### src/rtl/instr_mem_mux.sv
// Fetch-stage helper: 32-bit 2:1 PC selector plus a word-organised instruction
// memory with a combinational byte-addressed read and a synchronous load port.
module instr_mem_mux #(
  parameter int unsigned DEPTH = 64
) (
  input  logic        clock,
  input  logic        reset_n,
  input  logic [31:0] in1,
  input  logic [31:0] in2,
  input  logic        cs,
  output logic [31:0] out,
  input  logic [31:0] A,
  output logic [31:0] RD,
  input  logic        we,
  input  logic [31:0] WA,
  input  logic [31:0] WD
);

  localparam int unsigned AW = $clog2(DEPTH);
  localparam int unsigned DW = 32;

  logic [DW-1:0]    data_q [DEPTH];
  logic [DW-1:0]    data_d [DEPTH];
  logic [DEPTH-1:0] valid_q;
  logic [DEPTH-1:0] valid_d;

  logic [AW-1:0]    rd_idx;
  logic [AW-1:0]    wr_idx;
  logic             rd_in_range;
  logic             wr_in_range;
  logic             load_en;

  // PC offset/jump selection, no clock involvement
  always_comb begin
    out = cs ? in2 : in1;
  end

  // Byte address to word index; any bit above the index range means out of range
  always_comb begin
    rd_idx      = A[AW+1:2];
    wr_idx      = WA[AW+1:2];
    rd_in_range = ((A >> (AW + 2)) == '0);
    wr_in_range = ((WA >> (AW + 2)) == '0);
    load_en     = we && wr_in_range && reset_n;
  end

  // Unloaded or out-of-range locations read as the NOP encoding (all zeros)
  always_comb begin
    RD = '0;
    if (rd_in_range && valid_q[rd_idx]) begin
      RD = data_q[rd_idx];
    end
  end

  always_comb begin
    valid_d = valid_q;
    data_d  = data_q;
    if (load_en) begin
      valid_d[wr_idx] = 1'b1;
      data_d[wr_idx]  = WD;
    end
  end

  // Only the valid vector is reset; stale data is masked until reloaded
  always_ff @(posedge clock or negedge reset_n) begin
    if (!reset_n) begin
      valid_q <= '0;
    end else begin
      valid_q <= valid_d;
    end
  end

  always_ff @(posedge clock) begin
    data_q <= data_d;
  end

endmodule

### config.mk
export PLATFORM = sky130hd
export DESIGN_NAME = instr_mem_mux
export DESIGN_NICKNAME = d
export VERILOG_FILES = /design/src/rtl/instr_mem_mux.sv
export SDC_FILE = /design/constraint.sdc
export NUM_CORES = 2
export LEC_CHECK = 0
export ABC_AREA = 1
export CELL_PAD_IN_SITES_DETAIL_PLACEMENT = 2
export CELL_PAD_IN_SITES_GLOBAL_PLACEMENT = 2
export CORE_ASPECT_RATIO = 0.9
export CORE_MARGIN = 10
export CORE_UTILIZATION = 43
export DETAILED_ROUTE_END_ITERATION = 16
export GPL_TIMING_DRIVEN = 0
export PLACE_DENSITY = 0.89
export SKIP_LAST_GASP = 1
export SLEW_MARGIN = 0
export SYNTH_ARGS = -nofsm -noshare
export SYNTH_HDL_FRONTEND = slang
export SYNTH_SLANG_ARGS = --single-unit
### constraint.sdc
create_clock -name clock -period 2.5 [get_ports clock]
set_input_delay 0.5 -clock clock [delete_from_list [all_inputs] [get_ports clock]]
set_output_delay 0.5 -clock clock [all_outputs]
set_load 0.01 [all_outputs]
==> results of run 1 <==
-- stage by stage --
step	cell area [µm²]	hold WS (ps)	TNS (ps)	utilization (%)
floorplan	86100	204	-519660	-
global placement	91600	442	-	46.2
detailed placement	95000	462	-2611340	47.9
CTS	105000	80.2	-770090	52.8
-- cells in the mapped netlist --
library cell | count | area share, %
dfrtp_1 | 64 | 1.9
nand2_1 | 2166 | 9.5
nand3_4 | 1 | 0.020
nand3_1 | 2051 | 12
nor2_2 | 30 | 0.22
buf_12 | 1 | 0.023
nor2_1 | 70 | 0.31
inv_1 | 22 | 0.096
edfxtp_1 | 2048 | 72
inv_6 | 1 | 0.010
mux2_2 | 32 | 0.42
o21ai_1 | 1 | 0.0058
buf_6 | 30 | 0.39
o21ai_0 | 1 | 0.0058
nor3_1 | 13 | 0.076
a21oi_1 | 1 | 0.0058
o21bai_1 | 63 | 0.55
buf_4 | 138 | 1.2
inv_4 | 1 | 0.0073
nand4_1 | 2 | 0.015
or2_2 | 1 | 0.0073
nand3_2 | 2 | 0.023
or2_1 | 1 | 0.0073
nor4_1 | 15 | 0.11
clkbuf_1 | 77 | 0.34
buf_2 | 192 | 1.1
buf_1 | 35 | 0.15
buf_8 | 1 | 0.017
-- timing repair --
item	in CTS
setup endpoints to repair	2098
pin swaps	43
buffers inserted	28
resized for setup	901
gates cloned	3
hold buffers	4
hold endpoints to repair	70
-- cells by family after synthesis --
| logic type | count (synthesis) | share of synthesized area (%) |
|---|---|---|
| compound gates | 66 | 0.568 |
| flops | 2112 | 73.5 |
| buf+inv | 498 | 3.36 |
| mux | 32 | 0.419 |
| simple gates | 4352 | 22.2 |
-- metal layers --
layer	GRT overflow	track usage (%)
met3	14	64.5
met1	6	72.0
met5	2	51.6
met2	81	83.5
met4	64	69.8
==> summary.md, run 1 <==
| Metric | Value |
|---|---|
| Worst endpoint type | `top-level output` |
| Synthesized flop and latch total | `2,112` |
| Register area share after synthesis | `73.5%` |
| Syn_nets | `7,224` |
| Die width | `491 µm` |
| Clock Sink Count | `~2,100` |
| Largest net degree at the start of global routing | `65` |
| Initial Util | `43.3%` |
| RD Place Congestion | `0.950` |
| Clock Path Buffers | `3` |
| TritonCTS Buffers | `roughly 210` |
| CTS H-tree depth | `4` |
| Syn_area_per_cell | `12.2 µm²` |
| Synth cell types | `28` |
| Cell count after placement | `about 10,000` |
| Antenna violations before repair | `between 150 and 200` |
| I/O Pins | `228` |
| Stage reached | `global routing` |
| Row cnt | `155` |
| CTS Root Cell | `clkbuf_16` |
| Gate Count Post-Synth | `7,060` |
| Err | `[ERROR GRT-0232] Routing congestion too high. Check the congestion heatmap in the GUI.` |
| Hpwl dp | `327,000 µm` |
| Worst endpoint, post-GRT repair | `RD[6]` |
| Syn Std Cell Area | `85,900 µm²` |
| Worst Setup Slack post-DPL | `-3240 ps` |
| Total grt overflow | `between 150 and 200` |
| GRT Total Usage | `72.7%` |
| Die H | `444 µm` |
| Status | `aborted with a tool error` |
| Yosys warns | `0` |
| IO Port Bufs | `218` |
==> run 2: changes to the inputs <==
- CELL_PAD_IN_SITES_DETAIL_PLACEMENT: 2 -> unset
- CELL_PAD_IN_SITES_GLOBAL_PLACEMENT: 2 -> unset
- CORE_ASPECT_RATIO: 0.9 -> unset
- CORE_UTILIZATION: 43 -> 36
- PLACE_DENSITY: 0.89 -> unset
- PLACE_DENSITY_LB_ADDON: unset -> 0.15
==> run 2 against run 1 <==
Compared with the run above:
- the flow now finishes, with violations (negative setup slack)
- synthesized cell count unchanged
- area after synthesis unchanged
==> summary.md, run 2 <==
| Metric | Value |
|---|---|
| Detailed Routing Iterations Pass 1 | `6` |
| CP Capture Type | `primary output` |
| Clk pin slew, worst setup/hold paths | `60 ps` |
| Die width | `508 µm (+3.5%)` |
| Top reg by flops | `data_q` |
| Total grt overflow | `0` |
| CP arrival | `between 2000 and 3000 ps` |
| Share of the synthesized area in the top cell type | `71.6% (unchanged)` |
| Final worst-path cycle share | `133%` |
| Number of global-route vias before repair | `around 60,000` |
| Max-slew headroom | `18.6%` |
| Worst Path Required | `2000 ps` |
| Die area | `259,000 µm²` |
| DR iter-0 viols | `10,300` |
| WL per Instance | `~35 µm` |
| TritonCTS clock tree | `built` |
| Top flop regs | `data_q: 2048 flops, valid_q: 64 flops` |
| Max reg flops | `2,048` |
| Final hold vios | `0` |
| Cell count after placement | `10,600 (+5.0%)` |
| Final Util | `44.7%` |
| Core Area | `238,000 µm²` |
| Post-synth EDFFs | `2,048 (unchanged)` |
| Worst Setup Slack post-DPL | `-3430 ps (-183 ps)` |
| RSZ-0062 raised after global routing | `yes` |
| Status | `finished with violations` |
| CTS H-tree depth | `4 (unchanged)` |
| Antenna violations before repair | `20` |
| Largest net degree at the start of global routing | `between 60 and 70` |
| Commonest cells post-synth | `nand2_1, nand3_1, edfxtp_1` |
| Gate Count Post-Synth | `7,060 (unchanged)` |
| Final Skew | `0 ps` |
| TNS Setup | `-23,410 ps` |
| Lkg Pwr | `37.9 nW` |
| Design area | `106,000 µm²` |
| Hpwl dp | `271,000 µm (-17%)` |
| Dominant cells by area after synthesis | `edfxtp_1, nand3_1, nand2_1` |
| Syn Std Cell Area | `85,900 µm² (unchanged)` |
| Yosys warns | `0 (unchanged)` |
| Fillers | `21,600` |
| Synthesized flop and latch total | `2,112 (unchanged)` |
| Routed WL | `393,000 µm` |
| Most common cell after layout, fill and taps aside | `nand2_1` |
| Worst-margin pin slew | `between 1000 and 1500 ps` |
| Clock latency on the worst-skew pair | `890 ps` |
| Post-route ant nets | `0` |
| Non-Filler Instances | `11,100` |
| Min cycle time layout | `approximately 3300 ps` |
| Most frequent cells in the layout | `nand2_1, edfxtp_1, nand3_1, buf_4, clkbuf_16` |
| HP Class | `primary input to flip-flop` |
| MaxCap Viol Count | `0` |
| Post-synth top area cell | `edfxtp_1` |
| Critical path class | `primary input to primary output` |
| First-pass GRT wire length | `523,000 µm` |
| IO Port Bufs | `218 (unchanged)` |
| Syn_area_per_cell | `12.2 µm² (unchanged)` |
| Ys flop type | `edfxtp_1` |
| Vias post-DR | `64,900` |
| CTS Root Cell | `clkbuf_16` |
| Register area share after synthesis | `73.5% (unchanged)` |
| Failing checks | `negative setup slack` |
| DRC | `0` |
| Layout Nets | `7,927` |
| Clock Sink Count | `2,112 (unchanged)` |
| I/O Pins | `228 (unchanged)` |
| Fin worst setup slack | `-818 ps` |
| Max-slew violations | `0` |
| Row cnt | `179 (+15%)` |
| TritonCTS Buffers | `222 (+5.2%)` |
| Die H | `508 µm (+15%)` |
| Vias per cell | `5.83` |
| Critical path launch point type | `primary input` |
| Clock Path Buffers | `3 (unchanged)` |
| Area growth, synth to finish | `23.7%` |
| Share of cells above drive strength 1 | `16.8%` |
| Maximum vdd drop | `0.610 mV` |
| Initial Util | `36.2% (-7.1 points)` |
| Final setup viols | `46` |
| Most common cell in the netlist | `nand2_1` |
| CP max FO | `10` |
| Synth cell types | `28 (unchanged)` |
| Placed instance area | `95,800 µm² (+0.85%)` |
| Max Fclk | `301 MHz` |
| Pwr Density | `727 nW/µm²` |
| RD Place Congestion | `0.976 (+2.8%)` |
| GRT Total Usage | `29.4%` |
| Ys async rst share | `3.03% (unchanged)` |
| Syn_nets | `7,224 (unchanged)` |
[run 2: cell counts after synthesis]
Identical to the previous run, type by type.
[run 2: metrics by stage]
stage                     hold slack (ps)  power (W)
final                                34.2     0.0772
after global routing                 16.5     0.0788
after CTS                            2.91     0.0770
after detailed placement              454     0.0453
after global placement                453     0.0453
after floorplan                       204     0.0420
[run 2: timing repair]
item / CTS / global route
gates cloned: 2 / 1
hold endpoints to repair: 81 / 0
setup buffers: 81 / 15
resized for setup: 706 / 140
setup endpoints to repair: 2009 / 575
hold buffers: 4 / 0
pin swaps: 55 / 21
[run 2: layout make-up]
| cell class | instances | area, µm² | share of cell area (%) |
|---|---|---|---|
| clock inverter | 138 | 963 | 0.907 |
| clock buffer | 281 | 5890 | 5.55 |
| tap | 3167 | 3960 | 3.73 |
| buffer | 472 | 4230 | 3.98 |
| inverter | 24 | 113 | 0.106 |
| sequential | 2112 | 63100 | 59.4 |
| timing repair buffer | 481 | 6620 | 6.23 |
| multi-input combinational | 4450 | 21300 | 20.1 |
| antenna | 16 | 40.0 | 0.0377 |
[run 2: per-layer routing]
layer	track usage, %	wire [µm]
met1	38.0	146000
met5	0	72
met4	17.1	27800
met2	44.7	173000
met3	7.65	46900
[run 2: final timing paths]
check | start | to | slack (ps) | depth (start not counted)
max in group asynchronous | reset_n | valid_q[55]$_DFFE_PN0P_ | 2040 | 3
hold / removal | WD[11] | data_q[1899]$_DFFE_PP_ | 30 | 1
setup reg to reg | valid_q[31]$_DFFE_PN0P_ | valid_q[31]$_DFFE_PN0P_ | 1800 | 1
setup / recovery | A[2] | RD[6] | -820 | 13
hold reg to reg | valid_q[18]$_DFFE_PN0P_ | valid_q[18]$_DFFE_PN0P_ | 470 | 2
min in group asynchronous | reset_n | valid_q[42]$_DFFE_PN0P_ | 150 | 3
[run 2: cell families after synthesis]
logic type,count (synthesis),share of synthesized area [%]
DFF,2112,73.5
and+or+nand+nor,4352,22.2
buffers and inverters,498,3.36
muxes,32,0.419
AOI/OAI and AO/OA,66,0.568
[run 2: report_power, final]
group | switching [W] | internal, W
clock | 0.0144 | 0.0176
sequential | 0.0000000000210 | 0.0388
combinational | 0.00465 | 0.00179
total | 0.0190 | 0.0582
[run 2: worst max-delay path, stage by stage]
cell and delay [ps]:
buf_6 130, buf_12 210, buf_6 270, buf_4 310, nand2_1 90, nand3_1 90, nand3_1 70, nand3_1 190
nand3_1 130, nand3_1 140, nand2_1 120, nor2_4 350, buf_6 160
Power figures use the tool's default switching activity.
